**src/rtl/rx_pkg.sv**
```systemverilog
// Shared types and constants for the Manchester-style receive path.
package rx_pkg;

    typedef enum logic [1:0] {
        HUNT,
        SYNC,
        RECEIVE
    } rx_state_t;

    localparam logic [7:0] PREAMBLE_BYTE = 8'h55;
    localparam logic [7:0] SFD_BYTE      = 8'hD0;
    localparam int         NUM_SAMP      = 16;

endpackage

```
**src/rtl/rx_idle_timer.sv**
```systemverilog
// Counts sample strobes since the last clear; term flags the idle threshold.
// The count holds at the threshold until cleared.
module rx_idle_timer #(
    parameter int IDLE_SAMPLES = 32
) (
    input  logic clk,
    input  logic reset,
    input  logic samp_en,
    input  logic clr,
    output logic term
);

    localparam int CW = $clog2(IDLE_SAMPLES + 1);

    logic [CW-1:0] idle_cnt;

    assign term = (idle_cnt == CW'(IDLE_SAMPLES));

    // Strobe counter: clear wins, otherwise count up and hold at the threshold.
    always_ff @(posedge clk or negedge reset) begin
        if (!reset) begin
            idle_cnt <= '0;
        end else if (clr) begin
            idle_cnt <= '0;
        end else if (samp_en && !term) begin
            idle_cnt <= idle_cnt + CW'(1);
        end
    end

endmodule

```
**src/rtl/rx_frame_assembler.sv**
```systemverilog
// Assembles decided bits into bytes, hunts preamble + SFD, and hands payload
// bytes out over valid/ready with carrier, end-of-frame and error flags.
//
// state   | meaning
// --------+--------------------------------------------------------------
// HUNT    | shifting every bit, waiting for the shift register to read PREAMBLE
// SYNC    | byte-aligned, counting preamble bytes until a qualified SFD
// RECEIVE | payload bytes delivered to the consumer until the line goes idle
module rx_frame_assembler
    import rx_pkg::*;
#(
    parameter int                DATA_W       = 8,
    parameter logic [DATA_W-1:0] PREAMBLE     = DATA_W'(PREAMBLE_BYTE),
    parameter logic [DATA_W-1:0] SFD          = DATA_W'(SFD_BYTE),
    parameter int                PRE_BYTES    = 2,
    parameter int                IDLE_SAMPLES = 2 * NUM_SAMP
) (
    input  logic              clk,
    input  logic              reset,
    input  logic              samp_en,
    input  logic              write_0,
    input  logic              write_1,
    output logic [DATA_W-1:0] data,
    output logic              valid,
    input  logic              ready,
    output logic              cardet,
    output logic              eof,
    output logic              error
);

    localparam int            BW   = $clog2(DATA_W);
    localparam logic [BW-1:0] LAST = BW'(DATA_W - 1);

    rx_state_t         state, state_n;
    logic [DATA_W-1:0] shreg, shreg_n, shifted, data_n;
    logic [BW-1:0]     bit_cnt, bit_cnt_n;
    logic [2:0]        pre_cnt, pre_cnt_n;
    logic              valid_n, cardet_n, eof_n, error_n;
    logic              bit_evt, conflict, idle_clr, idle_term;

    assign bit_evt  = write_0 ^ write_1;
    assign conflict = write_0 & write_1;
    assign shifted  = {write_1, shreg[DATA_W-1:1]};
    // Any bit activity, even a conflicting one, proves the line is not idle.
    assign idle_clr = (state == HUNT) || write_0 || write_1;

    rx_idle_timer #(
        .IDLE_SAMPLES(IDLE_SAMPLES)
    ) u_idle_timer (
        .clk     (clk),
        .reset   (reset),
        .samp_en (samp_en),
        .clr     (idle_clr),
        .term    (idle_term)
    );

    // Next-state and next-output decode for the whole frame pipeline.
    always_comb begin
        state_n   = state;
        shreg_n   = shreg;
        bit_cnt_n = bit_cnt;
        pre_cnt_n = pre_cnt;
        data_n    = data;
        valid_n   = valid && !ready;
        cardet_n  = cardet;
        eof_n     = 1'b0;
        error_n   = error;

        if (bit_evt) begin
            shreg_n = shifted;
        end

        unique case (state)
            HUNT: begin
                if (bit_evt && shifted == PREAMBLE) begin
                    state_n   = SYNC;
                    pre_cnt_n = 3'd1;
                    bit_cnt_n = '0;
                    cardet_n  = 1'b1;
                    error_n   = 1'b0;
                end
            end
            SYNC, RECEIVE: begin
                if (conflict) begin
                    state_n  = HUNT;
                    cardet_n = 1'b0;
                    shreg_n  = '0;
                    error_n  = 1'b1;
                end else if (bit_evt) begin
                    bit_cnt_n = bit_cnt + BW'(1);
                    if (bit_cnt == LAST) begin
                        if (state == SYNC) begin
                            if (shifted == PREAMBLE) begin
                                if (pre_cnt != 3'd7) pre_cnt_n = pre_cnt + 3'd1;
                            end else if (shifted == SFD && pre_cnt >= 3'(PRE_BYTES)) begin
                                state_n = RECEIVE;
                            end else begin
                                // Not a preamble continuation: drop quietly and
                                // restart the hunt from a clean, bit-aligned register.
                                state_n  = HUNT;
                                cardet_n = 1'b0;
                                shreg_n  = '0;
                            end
                        end else if (valid && !ready) begin
                            error_n = 1'b1;
                        end else begin
                            data_n  = shifted;
                            valid_n = 1'b1;
                        end
                    end
                end else if (idle_term) begin
                    state_n  = HUNT;
                    cardet_n = 1'b0;
                    shreg_n  = '0;
                    if (state == RECEIVE && bit_cnt == '0) eof_n   = 1'b1;
                    else                                   error_n = 1'b1;
                end
            end
            default: begin
                state_n  = HUNT;
                cardet_n = 1'b0;
                shreg_n  = '0;
            end
        endcase
    end

    // State and output registers.
    always_ff @(posedge clk or negedge reset) begin
        if (!reset) begin
            state   <= HUNT;
            shreg   <= '0;
            bit_cnt <= '0;
            pre_cnt <= '0;
            data    <= '0;
            valid   <= 1'b0;
            cardet  <= 1'b0;
            eof     <= 1'b0;
            error   <= 1'b0;
        end else begin
            state   <= state_n;
            shreg   <= shreg_n;
            bit_cnt <= bit_cnt_n;
            pre_cnt <= pre_cnt_n;
            data    <= data_n;
            valid   <= valid_n;
            cardet  <= cardet_n;
            eof     <= eof_n;
            error   <= error_n;
        end
    end

endmodule

```
**config.mk**
```make
export PLATFORM = sky130hd
export DESIGN_NAME = rx_frame_assembler
export DESIGN_NICKNAME = d
export VERILOG_FILES = /design/src/rtl/rx_pkg.sv /design/src/rtl/rx_idle_timer.sv /design/src/rtl/rx_frame_assembler.sv
export SDC_FILE = /design/constraint.sdc
export NUM_CORES = 1
export LEC_CHECK = 0
export CORE_MARGIN = 4
export CORE_UTILIZATION = 47
export CTS_CLUSTER_DIAMETER = 40
export DETAILED_ROUTE_END_ITERATION = 6
export MAX_ROUTING_LAYER = met4
export PLACE_DENSITY = 0.72
export RECOVER_POWER = 25
export SLEW_MARGIN = 20
export SYNTH_ARGS = -nofsm -noshare
export SYNTH_HDL_FRONTEND = slang
export SYNTH_SLANG_ARGS = --single-unit
```
**constraint.sdc**
```tcl
create_clock -name clk -period 2.4 [get_ports clk]
set_clock_uncertainty 0.05 [all_clocks]
set_input_delay 0.24 -clock clk [delete_from_list [all_inputs] [get_ports clk]]
set_output_delay 0.24 -clock clk [all_outputs]
set_load 0.02 [all_outputs]
```
======== Yosys cells after proc, flatten, opt, wreduce, memory -nomap -nowiden ========
Cells that the tools add are included.
storage, ports and cells
  flip-flop bits (word level) ............. 34
  bits in latches ......................... 0
  memory bits (writable) .................. 0
  ROM bits ................................ 0
  input bits .............................. 6
  logic and storage cells ................. 121
  memories kept ........................... 0
cells by class
  $add $sub $neg .......................... 3
  multiply operators ...................... 0
  div/mod/pow operators ................... 0
  $lt $le $gt $ge ......................... 1
  equality and inequality tests ........... 22
  shift-type cells ........................ 0
  multiplexer cells ....................... 60
  bitwise gates (word level) .............. 5
  reductions and logical operators ........ 20
operators by type and width
  kind                                                   number
  two-way mux 8 bit                                      8
  two-way mux 3 bit                                      10
  inequality test 4 bit, second input constant           7
  two-way mux 1 bit                                      26
  two-way mux 2 bit                                      8
  one-hot mux 8 bit (2 select lines)                     1
  two-way mux 6 bit                                      2
  inequality test 2 bit, second input constant           6
  one-hot mux 3 bit (2 select lines)                     2
  AND reduction 6 bit                                    2
  == test 8 x 7 -> 1 bit, second input constant          1
  == test 8 bit, second input constant                   1
  AND reduction 8 bit                                    1
  AND reduction 7 bit                                    1
  adder 3 x 1 -> 3 bit, second input constant            2
  adder 6 x 1 -> 6 bit, second input constant            1
  == test 6 bit, second input constant                   1
  logical AND 1 bit                                      5
  AND reduction 5 bit                                    1
  inequality test 4 x 3 -> 1 bit, second input constant  1
  one-hot mux 1 bit (2 select lines)                     2
  one-hot mux 2 bit (2 select lines)                     1
  AND reduction 4 bit                                    1
  nonzero test 2 bit                                     2
  other kinds (14)                                       18

======== Longest topological paths before layout ========
Gate-level depths: netlist of run 1.
  depth in word-level cells ............... 9
  mapped depth ............................ 8
  depth with buffers taken out ............ 7

======== By module ========
From an unflattened synthesis of run 1, not the netlist that was laid out.
second synthesis, totals
  cell total of the unflattened synthesis .. 182
  area total of the unflattened synthesis .. 2006.9 um^2
by module, submodules not included
  module              times used  cells an instance  area an instance (um^2)
  rx_frame_assembler  1           142                1624.1
  rx_idle_timer       1           40                 382.9

======== Worst setup path before layout of run 1 ========
Ideal clock, no wire load.
  path type ............................... register -> register
  start ................................... register state[0]
  end ..................................... register error
  data arrival time ....................... 2013 ps
  required time ........................... 2222 ps
  setup slack ............................. 209 ps
  stages on the path, launching flop included .. 9
  cell sequence ........................... dfrtp_1 inv_1 ha_1 buf_2 and2_1 o21ai_1 o2111ai_4 a2111oi_4 mux2_1
on the way
  elaborated cells on any way between the ends .. 14
  classes of those cells .................. 8 x eq/ne; 1 x mux; 5 x reduce/logical
RTL lines
  what                                                     RTL line                   RTL
  from (decl)                                              rx_frame_assembler.sv:34   rx_state_t state, state_n;
  from (signal assigned)                                   rx_frame_assembler.sv:140  state <= state_n;
  == test 2 x 1 -> 1 bit or == test 2 bit (tied branches)  rx_frame_assembler.sv:73   unique case (state)
  OR reduction 2 bit                                       rx_frame_assembler.sv:73
  one-hot mux 1 bit (2 select lines) *                     rx_frame_assembler.sv:73
  net error_n                                              rx_frame_assembler.sv:38   logic valid_n, cardet_n, eof_n, error_n;
  to (signal assigned)                                     rx_frame_assembler.sv:148  error <= error_n;
  to (decl)                                                rx_frame_assembler.sv:28   output logic error
The timed path passes the listed nets; every way through them passes the cells marked *.
A chain may end at the register's enable or synchronous reset.

======== Final worst setup path of run 1 ========
Same ends and word-level chain as after synthesis.

==> results of run 1 <==
## cell families after synthesis
logic type               count (synthesis)
AO/OA/AOI/OAI                           26
XOR/XNOR                                 4
adder cells (fa/ha/maj)                 15
buffers and inverters                   22
flip-flops                              33
multiplexers                            14
AND/OR/NAND/NOR                         64
## cell type report
| class | instances | share of cell area (%) |
|---|---|---|
| Multi-Input combinational cell | 123 | 42.5 |
| Sequential cell | 33 | 36.1 |
| Timing Repair Buffer | 25 | 9.96 |
| Clock buffer | 5 | 3.01 |
| Inverter | 18 | 2.95 |
| Clock inverter | 3 | 2.84 |
| Tap cell | 48 | 2.63 |
## flip-flops by register name (all words and copies together) (netlist names)
signal                 count
valid                      1
data                       8
shreg                      7
pre_cnt                    3
error                      1
eof                        1
state                      2
u_idle_timer.idle_cnt      6
bit_cnt                    3
cardet                     1
## per-stage QoR
step                utilization [%]  cells
floorplan                         -    178
global placement               57.1    247
detailed placement             57.1    247
CTS                            60.7    255
global route                   60.7    255
finish                         60.7    255
## cell usage in the layout (no fill, tap or decap), drive strengths merged, types with 2 or more instances in the layout
| cell type | n |
|---|---|
| dfrtp | 33 |
| inv | 18 |
| nand2 | 16 |
| clkdlybuf4s50 | 16 |
| ha | 15 |
| mux2 | 12 |
| nor2 | 9 |
| and2 | 8 |
| o22ai | 7 |
| buf | 7 |
| nand3 | 6 |
| nor2b | 6 |
| clkbuf | 6 |
| o21ai | 5 |
| a21oi | 4 |
| nand2b | 3 |
| nand4 | 3 |
| xor2 | 3 |
| nor3 | 2 |
| a22o | 2 |
| mux2i | 2 |
| bufinv | 2 |
| and4bb | 2 |
## worst min-delay path by stage
| stage | startpoint | end | slack, ns |
|---|---|---|---|
| 2_1_floorplan | reset | bit_cnt[0] | -0.11 |
| 3_3_place_gp | data[7] | data[7] | 0.44 |
| 3_5_place_dp | error | error | 0.44 |
| 4_1_cts | reset | data[1] | 0.32 |
| 5_1_grt | error | error | 0.48 |
| 6_report | error | error | 0.45 |
## metal layers
layer | routed length [um] | GRT usage, %
met1 | 1740 | 21.2
met2 | 1640 | 23.9
met3 | 124 | 3.79
met4 | 63 | 7.93
met5 | 0 | -
## what timing repair did
action,in CTS,in global routing
resized for setup,0,1
setup endpoints to repair,0,2
buffers inserted,0,0
## critical path, delay by kind of cell (launching register included)
family	cells	cell delay, ns
buf+inv	1	0.11
compound gates	3	0.69
flops	1	0.39
simple gates	1	0.19
fa+ha+maj	1	0.35
mux	1	0.35
## report_power, final
group / switching, mW / internal, mW / total, mW / leakage, nW
Sequential: 0.0910 / 0.657 / 0.748 / 0.444
Combinational: 0.375 / 0.337 / 0.712 / 0.532
Clock: 0.208 / 0.412 / 0.620 / 0.0681
==> results.yml, run 1 <==
outcome:
  status: "finished, final reports clean"
synth:
  synth.mux.area_fraction_pct: 8.25
  synthTopCellsByArea: "dfrtp_1 44%, ha_1 10%, mux2_2 6.6%, inv_1 3.6%, nand2_1 3.2%"
  ys.flop_type: "dfrtp_1"
  syn_nets: 199
  ys_warn_count: 0
  synth_fa_ha_area_share_pct: 9.98
  yosys.area.top_type: "dfrtp_1"
  syn_inst: 178
  syn_area_per_cell_um2: 10.6
  synth-edff-count: 0
  postSynth.asyncResetShare_pct: 100
  synth_area_um2: 1880
  synth_top_area_share_pct: 43.9
  ys_seq_area_share_pct: 43.9
  synthXorXnorAreaFrac_pct: 1.86
  synth_top_family_by_area: "simple AND/OR/NAND/NOR gates"
  synth_compound_area_share_pct: 11.5
  synth_common_cells: "33 x dfrtp_1, 18 x inv_1, 16 x nand2_1"
  synthSimpleGateAreaFrac_pct: 20.0
  yosysUniqueCellTypes: 43
  yosys.cell_count.top_type: "dfrtp_1"
  synth_seq_cells: 33
setup_path:
  r2r-end: "error"
  critPathLaunch: "state[0]"
  crit_end: "error"
  cpPeakStageDelay_ns: 0.39
  rr_startpoint: "state[0]"
  cp.required_ns: 2.52
  cp.arrival_ns: 2.37
  worstSetupEndpointType: "flop"
  critical_path_class: "flop to flop"
  path_max_fanout: 4
  r2r_setup_slack_ns: 0.15
  start_kind: "flop"
  reg2reg_depth: 7
  crit_chain: "inv_1 > ha_1 > and2_1 > o21ai_1 > o2111ai_4 > a2111oi_4 > mux2_1"
  cpMaxStageDelayCell: "dfrtp_1"
clock_tree:
  clk_pin_slew_ns: 0.07
  cts_buffers: 5
  cts_tree: "done"
  root_buffer: "clkbuf_8"
  cts_buffer_depth: 2
  cts_sinks: 33
  clk_latency_ns: 0.28
  postCtsHoldBufs: 0
  htreeDepth: 2
global_routing:
  grt_pass1_vias: 1380
  grtUsageTotal_pct: 16.3
  grt_max_degree: 34
  antenna_found_initial: 0
  grt_pass1_wl_um: 6350
  grt_overflow: 0
finish:
  multi_input_area_um2: 972
  diodes: 0
  design_area_um2: 2290
  final_nets: 227
  seq_area_um2: 826
  area_delta_synth_final_pct: 21.6
  fillers: 293
  drive_gt1_share_pct: 16.9
drt:
  num_vias: 1328
  drcViolationCount: 0
  wl_um: 3570
  drt-initial-drc-count: 49
  via_per_inst: 5.21
  drtPass1Iterations: 4
  final_antenna_net_count: 0
  routedWlPerCell_um: 14.0
timing:
  finalCriticalPeriod_ns: 2.25
  period_share_pct: 93.6
  slew_viol_final: 0
  relSlewSlack_pct: 45.5
  fmax_ghz: 0.445
  tightest_slew_ns: 0.817
  rsz0062_at_grt: "no"
  finalHoldViolations: 0
  fin_ws_ns: 0.153
  tns_ns: 0
  holdWs_ns: 0.447
  setup_viol_count_final: 0
floorplan:
  ioPinCount: 18
  die_w_um: 71.3
  die_h_um: 71.3
  initial_core_util_pct: 49.9
  dieArea_um2: 5080
  core_area_um2: 3770
  rows: 22
power:
  ir_worst_vdd_v: 0.000509
  power.total_mw: 2.08
  powerDensity_nw_per_um2: 910
  power_leakage_nw: 1.04
placement:
  io_buffers: 17
  gp_congestion: 0.882
  dp_worst_setup_slack_ns: 0.00101
  dp_hpwl_um: 2630
  placed_cell_area_um2: 2150
min_path:
  min_path_cells: 1
  hp-class: "flop to flop"
job:
  drv_cap: 0
Note: power is estimated with default switching activity, not from simulation.
==> inputs of run 2 (changes only) <==
Settings changed: CELL_PAD_IN_SITES_DETAIL_PLACEMENT set to 0, CELL_PAD_IN_SITES_GLOBAL_PLACEMENT set to 2, CORE_UTILIZATION 47 to 33, PLACE_DENSITY 0.72 to 0.76, REMOVE_ABC_BUFFERS set to 1.
==> run 2 against run 1 <==
Against the previous run: largest power group unchanged; setup slack improved by 0.047 ns; combinational power grew 2%; design area grew 0.88%; first-iteration DRC count increased by 31%.
==> results.yml, run 2 (synthesis gave the netlist of run 1 again) <==
clock_tree:
  clk_latency_ns: 0.29
  cts_buffers: 5
  cts_buffer_depth: 2
  root_buffer: "clkbuf_8"
  htreeDepth: 2
  clk_pin_slew_ns: 0.07
  postCtsSetupRepairBufs: 0
  cts_tree: "done"
  cts_sinks: 33
setup_path:
  path_max_fanout: 4
  r2r-end: "error"
  rr_startpoint: "state[1]"
  cp.required_ns: 2.52
  reg2reg_depth: 7
  worstSetupEndpointType: "flop"
  cpLargestDelayFamily: "compound AO/OA/AOI/OAI gates"
  critPathLaunch: "state[1]"
  crit_end: "error"
  cp.arrival_ns: 2.32
  cp_num_buf_inv: 1
  cpPeakStageDelay_ns: 0.40
  r2r_setup_slack_ns: 0.20
  cp.depth: 7
  crit_chain: "inv_1 > ha_1 > and2_1 > o21ai_1 > o2111ai_4 > a2111oi_4 > mux2_1"
  start_kind: "flop"
  cpMaxStageDelayCell: "dfrtp_1"
  critical_path_class: "flop to flop"
drt:
  routedWlPerCell_um: 14.3
  drcViolationCount: 0
  drtPass1Iterations: 4
  num_vias: 1358
  via_per_inst: 4.85
  wl_um: 4010
  final_antenna_net_count: 0
  drt-initial-drc-count: 64
timing:
  fin_ws_ns: 0.200
  finalHoldViolations: 0
  setup_viol_count_final: 0
  fmax_ghz: 0.455
  period_share_pct: 91.7
  slew_viol_final: 0
  tightest_slew_ns: 0.849
  relSlewSlack_pct: 43.4
  finalCriticalPeriod_ns: 2.20
  rsz0062_at_grt: "no"
floorplan:
  die_w_um: 83.5
  rows: 27
  core_area_um2: 5510
  die_h_um: 83.5
  dieArea_um2: 6970
  ioPinCount: 18
  initial_core_util_pct: 34.2
finish:
  final_cell_mix: "33 x dfrtp_1, 18 x inv_1, 16 x nand2_1, 16 x clkdlybuf4s50_1, 15 x ha_1"
  largest-register: "data"
  reg.largest.list: "data (8), shreg (7), u_idle_timer.idle_cnt (6)"
  final_nets: 228
  largest_reg_flops: 8
  multi_input_area_um2: 972
  fillers: 537
  seq_area_um2: 826
  drive_gt1_share_pct: 16.8
  area_delta_synth_final_pct: 22.7
  diodes: 0
  layout_commonest_cell: "dfrtp_1"
power:
  power_leakage_nw: 1.04
  powerDensity_nw_per_um2: 874
  power.total_mw: 2.02
  ir_worst_vdd_v: 0.000469
min_path:
  hp-class: "flop to flop"
job:
  drv_cap: 0
placement:
  dp_hpwl_um: 3020
  dp_worst_setup_slack_ns: -0.0343
  io_buffers: 17
  gp_congestion: 0.740
outcome:
  status: "finished, final reports clean"
global_routing:
  grt_pass1_vias: 1532
  grt_overflow: 0
  grt_max_degree: 34
  grtUsageTotal_pct: 13.1
  grt_pass1_wl_um: 7220
  antenna_found_initial: 0
[run 2: changes by cell type in the layout (fill, tap and decap cells not counted), sizes merged]
cell,before,now
clkinv,1,0
bufinv,2,1
buf,7,8
clkbuf,6,8
[run 2: per-layer routing]
layer  vias to the layer above  GRT usage, %  part of all wire (%)
met5                         -             -                     0
met4                         0          4.24                   1.5
met3                         6          3.46                   3.2
met2                        24          21.6                    47
li1                        672             -                     -
met1                       656          15.6                    48
[run 2: area by class of cell]
type	count	area share, %
flip-flops and latches	33	35.8
clock inverters	1	1.30
well taps	72	3.90
clock buffers	7	3.74
inverters	18	2.93
multi-input cells	123	42.1
repair buffers	26	10.2
[run 2: how the worst min path moves through the flow]
stage	to	from	cells past startpoint	slack, ns
2_1_floorplan	bit_cnt[0]	reset	0	-0.11
3_3_place_gp	error	error	1	0.43
3_5_place_dp	error	error	1	0.43
4_1_cts	bit_cnt[2]	reset	2	0.31
5_1_grt	data[4]	data[4]	1	0.48
6_report	error	error	1	0.45
[run 2: through the flow]
stage | TNS [ns] | std cells | hold WS, ns | instance area, um^2 | util [%]
floorplan | 0 | 174 | -0.106 | 1860 | -
global placement | -0.00354 | 272 | 0.431 | 2190 | 39.8
detailed placement | -0.0502 | 272 | 0.434 | 2190 | 39.8
CTS | 0 | 280 | 0.313 | 2310 | 41.9
global route | 0 | 280 | 0.476 | 2310 | 41.9
finish | 0 | 280 | 0.445 | 2310 | 41.9
[run 2: power breakdown]
| part | switching (mW) | total (mW) | leakage, nW | internal [mW] |
|---|---|---|---|---|
| logic | 0.387 | 0.727 | 0.537 | 0.340 |
| clock network | 0.207 | 0.545 | 0.0585 | 0.339 |
| registers | 0.0879 | 0.745 | 0.444 | 0.657 |
[run 2: repair_timing]
item | CTS | global route
gates resized for setup | 0 | 1
hold buffers | 0 | 0
endpoints found under the setup margin | 0 | 3
==> inputs of run 3 (changes only) <==
Settings changed: CORE_UTILIZATION 33 to 37, PLACE_DENSITY 0.76 to 0.81.
Clock period 2.4 ns to 2.3 ns, I/O delays scaled along.
==> run 3 against run 2 <==
Against the previous run: sequential share of layout area is 0.55 points lower; core utilization is 6.7 points higher; wire length is 1.2% lower; critical path depth stayed put; cell count is 1.1% higher; first-iteration DRC count is 34% lower; critical endpoint unchanged.
==> results.yml, run 3 (synthesis gave the netlist of run 1 again) <==
power:
  power_leakage_nw: 1.07
  power.total_mw: 2.06
  powerDensity_nw_per_um2: 877
  ir_worst_vdd_v: 0.000370
drt:
  num_vias: 1426
  final_antenna_net_count: 0
  drtPass1Iterations: 4
  via_per_inst: 5.04
  wl_um: 3960
  routedWlPerCell_um: 14.0
  drcViolationCount: 0
  drt-initial-drc-count: 42
floorplan:
  ioPinCount: 18
  die_h_um: 79.3
  initial_core_util_pct: 39.0
  core_area_um2: 4820
  dieArea_um2: 6290
  die_w_um: 79.3
  rows: 25
global_routing:
  grt-busiest-layer: "met2"
  use_met3_pct: 3.06
  use_met2_pct: 21.5
  grt_max_degree: 34
  grtUsageTotal_pct: 14.2
  grt_pass1_vias: 1432
  grt_overflow: 0
  grt_use_met1_pct: 17.9
  grt_pass1_wl_um: 6710
  antenna_found_initial: 0
timing:
  fin_ws_ns: 0.127
  finalHoldViolations: 0
  fmax_ghz: 0.460
  relSlewSlack_pct: 44.5
  setup_viol_count_final: 0
  slew_viol_final: 0
  tightest_slew_ns: 0.832
  finalCriticalPeriod_ns: 2.17
  rsz0062_at_grt: "no"
  period_share_pct: 94.5
clock_tree:
  root_buffer: "clkbuf_8"
  cts_buffer_depth: 2
  postCtsSetupRepairBufs: 0
  htreeDepth: 2
  cts_tree: "done"
  cts_buffers: 5
  clk_latency_ns: 0.29
  cts_sinks: 33
  clk_pin_slew_ns: 0.07
finish:
  finalNonFillerCells: 283
  reg.largest.list: "data (8), shreg (7), u_idle_timer.idle_cnt (6)"
  area_delta_synth_final_pct: 24.6
  design_area_um2: 2340
  largest_reg_flops: 8
  largest-register: "data"
  diodes: 0
  layout_commonest_cell: "dfrtp_1"
  drive_gt1_share_pct: 19.9
  final_nets: 236
  fillers: 468
  final_cell_mix: "33 x dfrtp_1, 18 x inv_1, 16 x nand2_1, 16 x clkdlybuf4s50_1, 16 x buf_4"
job:
  drv_cap: 0
outcome:
  status: "finished, final reports clean"
setup_path:
  cpPeakStageDelay_ns: 0.38
  start_kind: "flop"
  cpMaxStageDelayCell: "dfrtp_1"
  r2r_setup_slack_ns: 0.13
  reg2reg_depth: 7
  crit_chain: "inv_1 > ha_1 > and2_1 > o21ai_1 > o2111ai_4 > a2111oi_4 > mux2_1"
  cp.required_ns: 2.42
  cp.arrival_ns: 2.29
  path_max_fanout: 4
  worstSetupEndpointType: "flop"
  critical_path_class: "flop to flop"
min_path:
  hp-class: "flop to flop"
  min_path_cells: 1
placement:
  io_buffers: 17
  gp_congestion: 0.815
  placed_cell_area_um2: 2240
  dp.cells: 275
  dp_worst_setup_slack_ns: -0.0839
  dp_hpwl_um: 3030
## run 3: changes by cell type in the layout (fill, tap and decap cells not counted), sizes merged
cell	previous run	this run
clkinv	0	1
bufinv	1	0
buf	8	16
## run 3: what timing repair did
item	in CTS	in global routing
hold buffers	0	0
resized for setup	0	1
endpoints found under the setup margin	0	2
## run 3: stage by stage
| stage | setup TNS [ns] | hold slack (ns) | util, % |
|---|---|---|---|
| global route | 0 | 0.477 | 48.6 |
| CTS | 0 | 0.303 | 48.7 |
| global placement | -0.0901 | 0.432 | 46.6 |
| detailed placement | -0.137 | 0.446 | 46.6 |
| floorplan | 0 | -0.116 | - |
| finish | 0 | 0.454 | 48.6 |
## run 3: final cells by class
class	instances	area (um^2)	area share [%]
Clock buffer	7	96.3	4.11
Clock inverter	1	5.00	0.214
Inverter	18	67.6	2.88
Multi-Input combinational cell	123	970	41.4
Sequential cell	33	826	35.2
Tap cell	67	83.8	3.58
Timing Repair Buffer	34	295	12.6
## run 3: metal layers
layer,part of all wire (%),up-vias
li1,-,686
met1,47,695
met2,45,35
met3,4.7,10
met4,2.8,0
met5,0,-
## run 3: final timing paths
check / startpoint / end
min in group asynchronous: reset / u_idle_timer.idle_cnt[4]
max: state[0] / error
min reg2reg: error / error
max in group asynchronous: reset / pre_cnt[1]
max reg2reg: state[0] / error
min: error / error
## run 3: report_power, final
| part | internal (mW) | switching, mW |
|---|---|---|
| Combinational | 0.390 | 0.406 |
| Clock | 0.270 | 0.210 |
| Sequential | 0.686 | 0.0937 |
| Total | 1.35 | 0.709 |
## run 3: critical path, delay by kind of cell, from the launching register on
kind	cells	cell delay [ns]
AOI/OAI and AO/OA	3	0.68
DFF	1	0.38
adders and majority gates	1	0.34
muxes	1	0.34
and+or+nand+nor	1	0.17
buffers and inverters	1	0.10
